<file path="config.mk">
export PLATFORM = sky130hd
export DESIGN_NAME = id_ex_stage_reg
export DESIGN_NICKNAME = d
export VERILOG_FILES = /design/src/rtl/id_ex_stage_reg.sv
export SDC_FILE = /design/constraint.sdc
export NUM_CORES = 1
export LEC_CHECK = 0
export BUFFER_PORTS_ARGS = -buffer_cell sky130_fd_sc_hd__buf_4
export CORE_MARGIN = 2
export CORE_UTILIZATION = 25
export DETAILED_ROUTE_END_ITERATION = 16
export PLACE_DENSITY = 0.59
export SYNTH_ARGS = -nofsm -noshare
export SYNTH_HDL_FRONTEND = slang
export SYNTH_SLANG_ARGS = --single-unit
</file>
<file path="constraint.sdc">
create_clock -name clk -period 4.4 [get_ports clk]
set_input_delay 0.88 -clock clk [delete_from_list [all_inputs] [get_ports clk]]
set_output_delay 0.88 -clock clk [all_outputs]
set_load 0.05 [all_outputs]
</file>
<file path="src/rtl/id_ex_stage_reg.sv">
// ID/EX pipeline register: load, hold (freeze), flush (bubble), with a consecutive-hold counter
// and a sticky hold watchdog. Define ID_EX_PERF_CNT_EN to add bubble/hold performance counters.
module id_ex_stage_reg #(
   parameter int CNT_W    = 5,
   parameter int MAX_HOLD = 8
) (
   input  logic             clk,
   input  logic             rst,
   input  logic             hold_i,
   input  logic             flush_i,
   input  logic             id_valid,
   input  logic [31:0]      id_pc,
   input  logic [31:0]      id_inst,
   input  logic [31:0]      id_rd1,
   input  logic [31:0]      id_rd2,
   input  logic [31:0]      id_ext,
   input  logic             id_we,
   input  logic [4:0]       id_wr,
   input  logic [2:0]       id_npc_op,
   output logic             ex_valid,
   output logic [31:0]      ex_pc,
   output logic [31:0]      ex_inst,
   output logic [31:0]      ex_rd1,
   output logic [31:0]      ex_rd2,
   output logic [31:0]      ex_ext,
   output logic             ex_we,
   output logic [4:0]       ex_wr,
   output logic [2:0]       ex_npc_op,
   output logic [CNT_W-1:0] hold_cnt,
   output logic             hold_timeout
`ifdef ID_EX_PERF_CNT_EN
   ,
   output logic [31:0]      perf_bubbles,
   output logic [31:0]      perf_holds
`endif
);

   localparam logic [2:0]       NPC_PC4  = 3'd0;
   localparam logic [31:0]      NOP_INST = 32'h0000_0013;
   localparam logic [CNT_W-1:0] CNT_SAT  = '1;
   localparam logic [CNT_W-1:0] CNT_LIM  = CNT_W'(MAX_HOLD);

   typedef struct packed {
      logic        valid;
      logic [31:0] pc;
      logic [31:0] inst;
      logic [31:0] rd1;
      logic [31:0] rd2;
      logic [31:0] ext;
      logic        we;
      logic [4:0]  wr;
      logic [2:0]  npc_op;
   } ex_t;

   localparam ex_t BUBBLE = '{1'b0, 32'h0, NOP_INST, 32'h0, 32'h0, 32'h0, 1'b0, 5'h0, NPC_PC4};

   typedef enum logic {RUN, HOLD} state_t;

   state_t           state, next_state;
   logic [CNT_W-1:0] next_cnt;
   ex_t              ex_q, id_fields;
   logic             do_hold;

   assign id_fields = '{id_valid, id_pc, id_inst, id_rd1, id_rd2, id_ext, id_we, id_wr, id_npc_op};
   assign do_hold   = hold_i & ~flush_i;

   // NOTE: every variable gets its default first so no path leaves it unassigned (no latch).
   always_comb begin
      next_state = state;
      next_cnt   = '0;
      case (state)
         RUN: begin
            if (do_hold) begin
               next_state = HOLD;
               next_cnt   = CNT_W'(1);
            end
         end
         HOLD: begin
            if (do_hold)
               next_cnt = (hold_cnt == CNT_SAT) ? hold_cnt : hold_cnt + CNT_W'(1);
            else
               next_state = RUN;
         end
         default: next_state = RUN;
      endcase
   end

   // NOTE: sequential state uses non-blocking assignments so all registers update together.
   always_ff @(posedge clk) begin
      if (rst) begin
         state        <= RUN;
         hold_cnt     <= '0;
         hold_timeout <= 1'b0;
      end else begin
         state    <= next_state;
         hold_cnt <= next_cnt;
         if (next_cnt == CNT_LIM)
            hold_timeout <= 1'b1;
      end
   end

   // A non-valid ID slot becomes a bubble so ex_we can never be set without ex_valid.
   always_ff @(posedge clk) begin
      if (rst || flush_i)
         ex_q <= BUBBLE;
      else if (!hold_i)
         ex_q <= id_valid ? id_fields : BUBBLE;
   end

   assign ex_valid  = ex_q.valid;
   assign ex_pc     = ex_q.pc;
   assign ex_inst   = ex_q.inst;
   assign ex_rd1    = ex_q.rd1;
   assign ex_rd2    = ex_q.rd2;
   assign ex_ext    = ex_q.ext;
   assign ex_we     = ex_q.we;
   assign ex_wr     = ex_q.wr;
   assign ex_npc_op = ex_q.npc_op;

`ifdef ID_EX_PERF_CNT_EN
   logic bubble_load;
   assign bubble_load = flush_i | (~hold_i & ~id_valid);

   always_ff @(posedge clk) begin
      if (rst) begin
         perf_bubbles <= '0;
         perf_holds   <= '0;
      end else begin
         if (bubble_load && perf_bubbles != 32'hFFFF_FFFF)
            perf_bubbles <= perf_bubbles + 32'd1;
         if (do_hold && perf_holds != 32'hFFFF_FFFF)
            perf_holds <= perf_holds + 32'd1;
      end
   end
`endif

endmodule

</file>
-- Word level (Yosys, flattened, before mapping)
Index checks and enable logic that the tools add are counted.
- memories kept: 0
- latch bits: 0
- register bits: 177
- ROM bits: 0
- bits in writable memories: 0
- bitwise gates (word level): 3
- $lt $le $gt $ge: 0
- multipliers: 0
- reduce and logical (&&, ||, !) cells: 1
- divide/modulo/power cells: 0
- add/subtract/negate cells: 1
- shifts and indexed selects: 0
- multiplexer cells: 6
- equal/unequal tests: 2
- operators with widths (operator ; count):
    $mux 170 ; 1
    $mux 5 ; 2
    $pmux 5 s2 ; 1
    $add 5x1->5 const B ; 1
    $eq 5x4->1 const B ; 1
    $eq 5x5->1 const B ; 1
    $mux 1 ; 2
    $not 1->1 ; 2
    $and 1x1->1 ; 1
    $logic_or 1x1->1 ; 1

-- Depth between registers and ports, before layout
Gate-level depths: netlist of run 1.
- depth after elaboration: 5
- mapped depth: 6
- mapped depth without buffers: 5

-- Worst setup path before layout of run 1
OpenSTA, ideal clock, no wires.
- path kind: reg2reg
- start: reg hold_cnt[0]
- end: reg hold_timeout
- path buffers: 0
- arrival time: 1.756 ns
- required time: 4.283 ns
- setup slack: 2.526 ns
- cell stages (with the launch flop): 5
- cells stage by stage: dfxtp_1 > ha_1 > nand4_1 > mux2_2 > a32o_1
- cells in the longest elaborated chain, start to end: 5
- elaborated cells on any way between the ends: 6
- ends and longest elaborated chain (what ; line ; source):
    from (decl) ; 29 ; output logic [CNT_W-1:0] hold_cnt,
    from (signal assigned) ; 96 ; hold_cnt <= next_cnt;
    $add 5x1->5 or $eq 5x5->1 (tied branches) ; 80 ; next_cnt = (hold_cnt == CNT_SAT) ? hold_cnt : hold_cnt + CNT_W'(1);
    $mux 5 (*) ; 80 ;
    $mux 5 (*) ; 79 ; if (do_hold)
    $pmux 5 s2 (*) ; 71 ; case (state)
    $eq 5x4->1 (*) ; 97 ; if (next_cnt == CNT_LIM)
    to (signal assigned) ; 93 ; hold_timeout <= 1'b0;
    to (signal assigned) ; 98 ; hold_timeout <= 1'b1;
    to (decl) ; 30 ; output logic hold_timeout
Mark *: on every way between the ends. The rest lies on a longest branch, timed or not.
A chain may end at the register's enable or synchronous reset.

-- Worst setup path in the final report of run 1
- start: in flush_i
- end: reg ex_q (netlist bit ex_inst[6])
- cells in the longest elaborated chain, start to end: 1
- ends and longest elaborated chain (what ; line ; source):
    from (decl) ; 10 ; input logic flush_i,
    $logic_or 1x1->1 ; 104 ; if (rst || flush_i)
    to (signal assigned) ; 107 ; ex_q <= id_valid ? id_fields : BUBBLE;
    to (decl) ; 61 ; ex_t ex_q, id_fields;
Every way passes these cells.

==> results.py, run 1 <==
metrics = {
    "layout": {
        "synthToLayoutAreaGrowth_pct": 62.68,
        "multiInputGateArea_um2": 1684,
        "fillers": 2047,
        "regArea_um2": 3543,
        "final_cell_mix": "350 x buf_4, 177 x dfxtp_1, 166 x a22o_1, 17 x clkbuf_16",
        "num_antenna_cells": 0,
        "drive_above_1_share": 0.5079,
        "final_common_cell": "buf_4",
        "nets": 921,
    },
    "routing": {
        "detail_route.wl_per_cell_um": 15.87,
        "vias": 4537,
        "drc": 0,
        "postRouteAntennaNets": 0,
        "vias_per_cell": 4.392,
        "drt_first_iter_violations": 159,
        "first_pass_iters": 4,
        "finalWirelength_um": 16390,
    },
    "synth": {
        "synth_top_area_frac": 0.6543,
        "ys_seq_area_frac": 0.6543,
        "synth-simple-area-share": 0.02172,
        "syn_area_per_cell_um2": 13.18,
        "ys_seq_elements": 177,
        "synth.largest_area_cell": "dfxtp_1",
        "synth.area.mux_share": 0.002079,
        "ys_warn_count": 0,
        "synthTopCellsByArea": "dfxtp_1 65%, a22o_1 27%, buf_2 2.8%",
        "synthesis.area_um2": 5415,
        "syn_nets": 586,
        "synth_cell_types": 26,
        "synth_compound_area_frac": 0.2800,
        "synth_top_family_by_area": "compound AO/OA/AOI/OAI gates",
        "postSynthCellCount": 411,
        "synth-xor-area-share": 0.004852,
        "synth-adder-area-share": 0.002311,
    },
    "sta": {
        "clock.fmax_ghz": 0.4743,
        "period_share": 0.4792,
        "worst_pin_slew_ns": 0.9720,
        "setup_viol": 0,
        "relSlewSlack": 0.3520,
        "hold_viol": 0,
        "skew_ns": 0.01062,
        "rsz0062_at_grt": "false",
        "period_minus_slack_ns": 2.108,
        "slew_violations": 0,
        "finalSetupTns_ns": 0,
    },
    "die": {
        "start_util": 0.2560,
        "dieArea_um2": 22850,
        "rows": 53,
        "die_h_um": 151.2,
        "fp.dieW_um": 151.2,
        "core_um2": 21150,
        "ioPinCount": 350,
    },
    "placed_design": {
        "place_congestion": 0.7196,
        "place_hpwl_um": 11210,
        "port_buffers": 349,
    },
    "power_and_ir_drop": {
        "ir_worst_vdd_uv": 208.6,
        "leakagePower_nw": 4.094,
        "p_total_mw": 3.459,
        "powerDensity_nw_per_um2": 392.7,
    },
    "run_status": {
        "status": "finished clean",
    },
    "worst_setup_path": {
        "cp-end-kind": "flip-flop",
        "cp_data_arrival_time_ns": 2.46,
        "crit_fanout": 51,
        "cp-start-kind": "input pin",
        "path_class": "in2reg",
        "cp.required_ns": 4.75,
    },
    "clocking": {
        "clock-sinks": 177,
        "holdBufCountCts": 0,
        "cts_buffer_depth": 2,
        "htree_levels": 4,
        "path_clk_slew_ns": 0.07,
        "cts-root-buf": "clkbuf_16",
        "clock_latency_ns": 0.42,
        "ctsResizeCount": 0,
        "numCtsBuffers": 17,
        "cts_setup_buffers": 0,
        "cts_tree": "yes",
    },
    "worst_hold_path": {
        "hp-class": "reg2reg",
    },
    "global_route": {
        "grt.total_usage": 0.1331,
        "grt_antenna_before_repair": 0,
        "overflow": 0,
        "grt_first_pass_wirelength_um": 23690,
        "grt_max_degree": 167,
        "grt_pass1_vias": 4415,
    },
    "flow_run": {
        "maxCapViolCount": 0,
    },
}
stage by stage:
step / instances / setup WS (ns) / util / hold slack (ns) / area [µm²]
CTS: 1033 / 2.319 / 0.4165 / 0.4473 / 8810
global placement: 1002 / 1.904 / 0.3900 / 0.4346 / 8249
finish: 1033 / 2.292 / 0.4165 / 0.4413 / 8810
global route: 1033 / 2.212 / 0.4165 / 0.4623 / 8810
detailed placement: 1002 / 1.877 / 0.3900 / 0.4364 / 8249
floorplan: 411 / 2.526 / - / 0.4585 / 5415
cell families (layout without fill, tap and decap cells):
group,Yosys count,count (layout)
flip-flops,177,177
AO/OA/AOI/OAI,175,175
buffers and inverters,38,385
AND/OR/NAND/NOR,16,16
XOR/XNOR,3,3
adder cells (fa/ha/maj),1,1
multiplexers,1,1
cell type report:
cell class / count / area share
Clock buffer: 19 / 0.04914
Clock inverter: 12 / 0.01449
Inverter: 2 / 0.001136
Multi-Input combinational cell: 196 / 0.1912
Sequential cell: 177 / 0.4022
Tap cell: 275 / 0.03906
Timing Repair Buffer: 352 / 0.3028
worst max-delay path: stages:
cell	delay (ns)
buf_4	0.13
nand3b_1	0.28
inv_4	0.36
buf_4	0.54
a22o_1	0.21
path summary, 6_finish.rpt:
| check | start | to | slack, ns | cells past startpoint |
|---|---|---|---|---|
| worst max-delay path | flush_i | ex_inst[6]$_SDFFE_PP0N_ | 2.29 | 5 |
| worst min-delay path | ex_valid$_SDFFE_PP0N_ | ex_valid$_SDFFE_PP0N_ | 0.44 | 2 |
| worst max register to register | hold_cnt[0]$_SDFF_PP0_ | hold_timeout$_SDFFE_PP0N_ | 2.80 | 4 |
| worst min register to register | ex_valid$_SDFFE_PP0N_ | ex_valid$_SDFFE_PP0N_ | 0.44 | 2 |
routing by layer:
metal	GRT usage	part of all wire	wire, µm
met1	0.1624	0.42	6825
met2	0.2175	0.48	7913
met3	0.04578	0.085	1390
met4	0.04907	0.016	263
met5	0	0	0
Yosys cell counts, drive strengths merged:
library cell,number
nor2,2
nand3b,1
o22a,3
a22o,166
clkbuf,4
or3b,1
nand4,2
or4b,1
nand3,1
mux2,1
buf,32
a32o,1
nand2,3
o21ai,1
nor3,1
nor4b,1
a31oi,1
inv,2
xnor2,2
a21oi,3
dfxtp,177
nand4b,3
xor2,1
ha,1
sequential cells by signal, summed over array words and instances (netlist names):
| signal | count |
|---|---|
| state | 1 |
| ex_rd1 | 32 |
| hold_timeout | 1 |
| ex_valid | 1 |
| ex_ext | 32 |
| ex_pc | 32 |
| ex_inst | 32 |
| ex_rd2 | 32 |
| ex_we | 1 |
| hold_cnt | 5 |
| ex_wr | 5 |
| ex_npc_op | 3 |
power by group:
| group | leakage [nW] | switching [mW] | internal (mW) | total [mW] |
|---|---|---|---|---|
| Clock | 0.264 | 0.655 | 0.793 | 1.45 |
| Sequential | 1.43 | 0.0186 | 1.63 | 1.65 |
| Combinational | 2.40 | 0.192 | 0.166 | 0.358 |
(Power assumes the default switching activity.)
==> inputs of run 2 (changes only) <==
Settings changed: PLACE_DENSITY 0.59 to 0.61.
Clock period 4.4 ns to 1.8 ns, I/O delays scaled along.
==> results.py, run 2 (same netlist as run 1, synthesis figures left out) <==
metrics = {
    "sta": {
        "setup_viol": 0,
        "skew_ns": 0.003654,
        "relSlewSlack": 0.7276,
        "whs_ns": 0.1444,
        "slew_violations": 0,
        "period_share": 0.8248,
        "clock.fmax_ghz": 0.6736,
        "hold_viol": 0,
        "worst_pin_slew_ns": 0.4086,
        "period_minus_slack_ns": 1.485,
        "rsz0062_at_grt": "false",
        "finalSetupTns_ns": 0,
    },
    "clocking": {
        "holdBufCountCts": 0,
        "htree_levels": 4,
        "ctsResizeCount": 0,
        "cts_setup_buffers": 0,
        "clock-sinks": 177,
        "cts_buffer_depth": 2,
        "cts-root-buf": "clkbuf_16",
        "path_clk_slew_ns": 0.07,
        "cts_tree": "yes",
        "clock_latency_ns": 0.42,
        "numCtsBuffers": 17,
    },
    "layout": {
        "synthToLayoutAreaGrowth_pct": 67.47,
        "final_common_cell": "buf_4",
        "num_antenna_cells": 0,
        "fin_cells": 1047,
        "fillers": 2030,
        "nets": 935,
        "drive_above_1_share": 0.5220,
        "final_cell_mix": "357 x buf_4, 175 x dfxtp_1, 166 x a22o_1, 17 x clkbuf_16, 9 x buf_12",
        "final_core_util": 0.4287,
    },
    "die": {
        "dieArea_um2": 22850,
        "core_um2": 21150,
        "fp.dieW_um": 151.2,
        "rows": 53,
        "ioPinCount": 350,
        "start_util": 0.2560,
        "die_h_um": 151.2,
    },
    "power_and_ir_drop": {
        "ir_worst_vdd_uv": 560.9,
        "p_total_mw": 8.841,
        "leakagePower_nw": 4.225,
        "powerDensity_nw_per_um2": 974.9,
    },
    "routing": {
        "finalWirelength_um": 16830,
        "drc": 0,
        "detail_route.wl_per_cell_um": 16.08,
        "first_pass_iters": 4,
        "postRouteAntennaNets": 0,
        "drt_first_iter_violations": 130,
        "vias_per_cell": 4.499,
        "vias": 4710,
    },
    "worst_setup_path": {
        "max_stage_delay_ns": 0.45,
        "path_class": "reg2out",
        "cp-start-kind": "flip-flop",
        "crit_slowest_cell": "dfxtp_1",
        "cp_top_family": "flip-flops",
        "path_buf_inv": 1,
        "crit_chain": "buf_4",
        "cp_data_arrival_time_ns": 1.12,
        "crit_fanout": 7,
        "reg2reg_slack_ns": 0.35,
        "cp.required_ns": 1.44,
        "ff2ff_path_depth": 4,
        "cp-end-kind": "output pin",
        "reg2reg_to": "hold_timeout$_SDFFE_PP0N_",
        "reg2reg_from": "hold_cnt[0]$_SDFF_PP0_",
    },
    "global_route": {
        "grt_max_degree": 86,
        "grt_pass1_vias": 4535,
        "grt_first_pass_wirelength_um": 24190,
        "grt.total_usage": 0.1358,
        "grt_antenna_before_repair": 0,
        "overflow": 0,
    },
    "placed_design": {
        "port_buffers": 349,
        "dp_cells": 1016,
        "place_hpwl_um": 12320,
        "place_congestion": 0.7658,
    },
    "worst_hold_path": {
        "worstHoldEndpoint": "hold_cnt[1]$_SDFF_PP0_",
        "min_from": "rst",
        "min_path_cells": 2,
        "hp-class": "in2reg",
    },
    "run_status": {
        "status": "finished clean",
    },
    "flow_run": {
        "maxCapViolCount": 0,
    },
}
[run 2: cell types whose count changed in the layout (fill, tap and decap cells not counted), sizes merged]
cell | before | now
bufinv | 1 | 3
buf | 352 | 366
clkinv | 3 | 2
clkinvlp | 3 | 2
[run 2: area by class of cell]
class / count / area [µm²] / area share
inverter: 2 / 10.01 / 0.001104
clock inverter: 12 / 171.4 / 0.01890
sequential: 177 / 3546 / 0.3910
clock buffer: 19 / 452.9 / 0.04994
timing repair buffer: 366 / 2860 / 0.3154
multi-input combinational: 196 / 1684 / 0.1857
tap: 275 / 344.1 / 0.03794
[run 2: metal layers]
| layer | share of wire | GRT usage | wire length (µm) |
|---|---|---|---|
| met1 | 0.41 | 0.1626 | 6974 |
| met2 | 0.49 | 0.2314 | 8328 |
| met3 | 0.079 | 0.04488 | 1327 |
| met4 | 0.012 | 0.04112 | 203 |
| met5 | 0 | 0 | 0 |
[run 2: worst max path at each step]
stage                                start                        end  slack, ns  cells after the start
CTS                 hold_cnt[2]$_SDFF_PP0_                hold_cnt[2]       0.28                      1
floorplan           hold_cnt[0]$_SDFF_PP0_  hold_timeout$_SDFFE_PP0N_       0.15                      4
finish              hold_cnt[2]$_SDFF_PP0_                hold_cnt[2]       0.32                      1
detailed placement                  hold_i     ex_rd1[4]$_SDFFE_PP0N_       0.25                      4
global placement                    hold_i    ex_rd1[18]$_SDFFE_PP0N_       0.26                      4
global route        hold_cnt[2]$_SDFF_PP0_                hold_cnt[2]       0.23                      1
[run 2: power by group]
group          total (mW)  internal [mW]  switching [mW]
clock                3.89           2.29            1.60
sequential           4.04           4.00          0.0463
combinational       0.906          0.432           0.474
total                8.84           6.72            2.12
[run 2: stage by stage]
stage	area, µm²	setup slack (ns)
floorplan	5418	0.1489
global placement	8444	0.2619
detailed placement	8444	0.2528
CTS	9069	0.2840
global route	9069	0.2303
finish	9069	0.3153
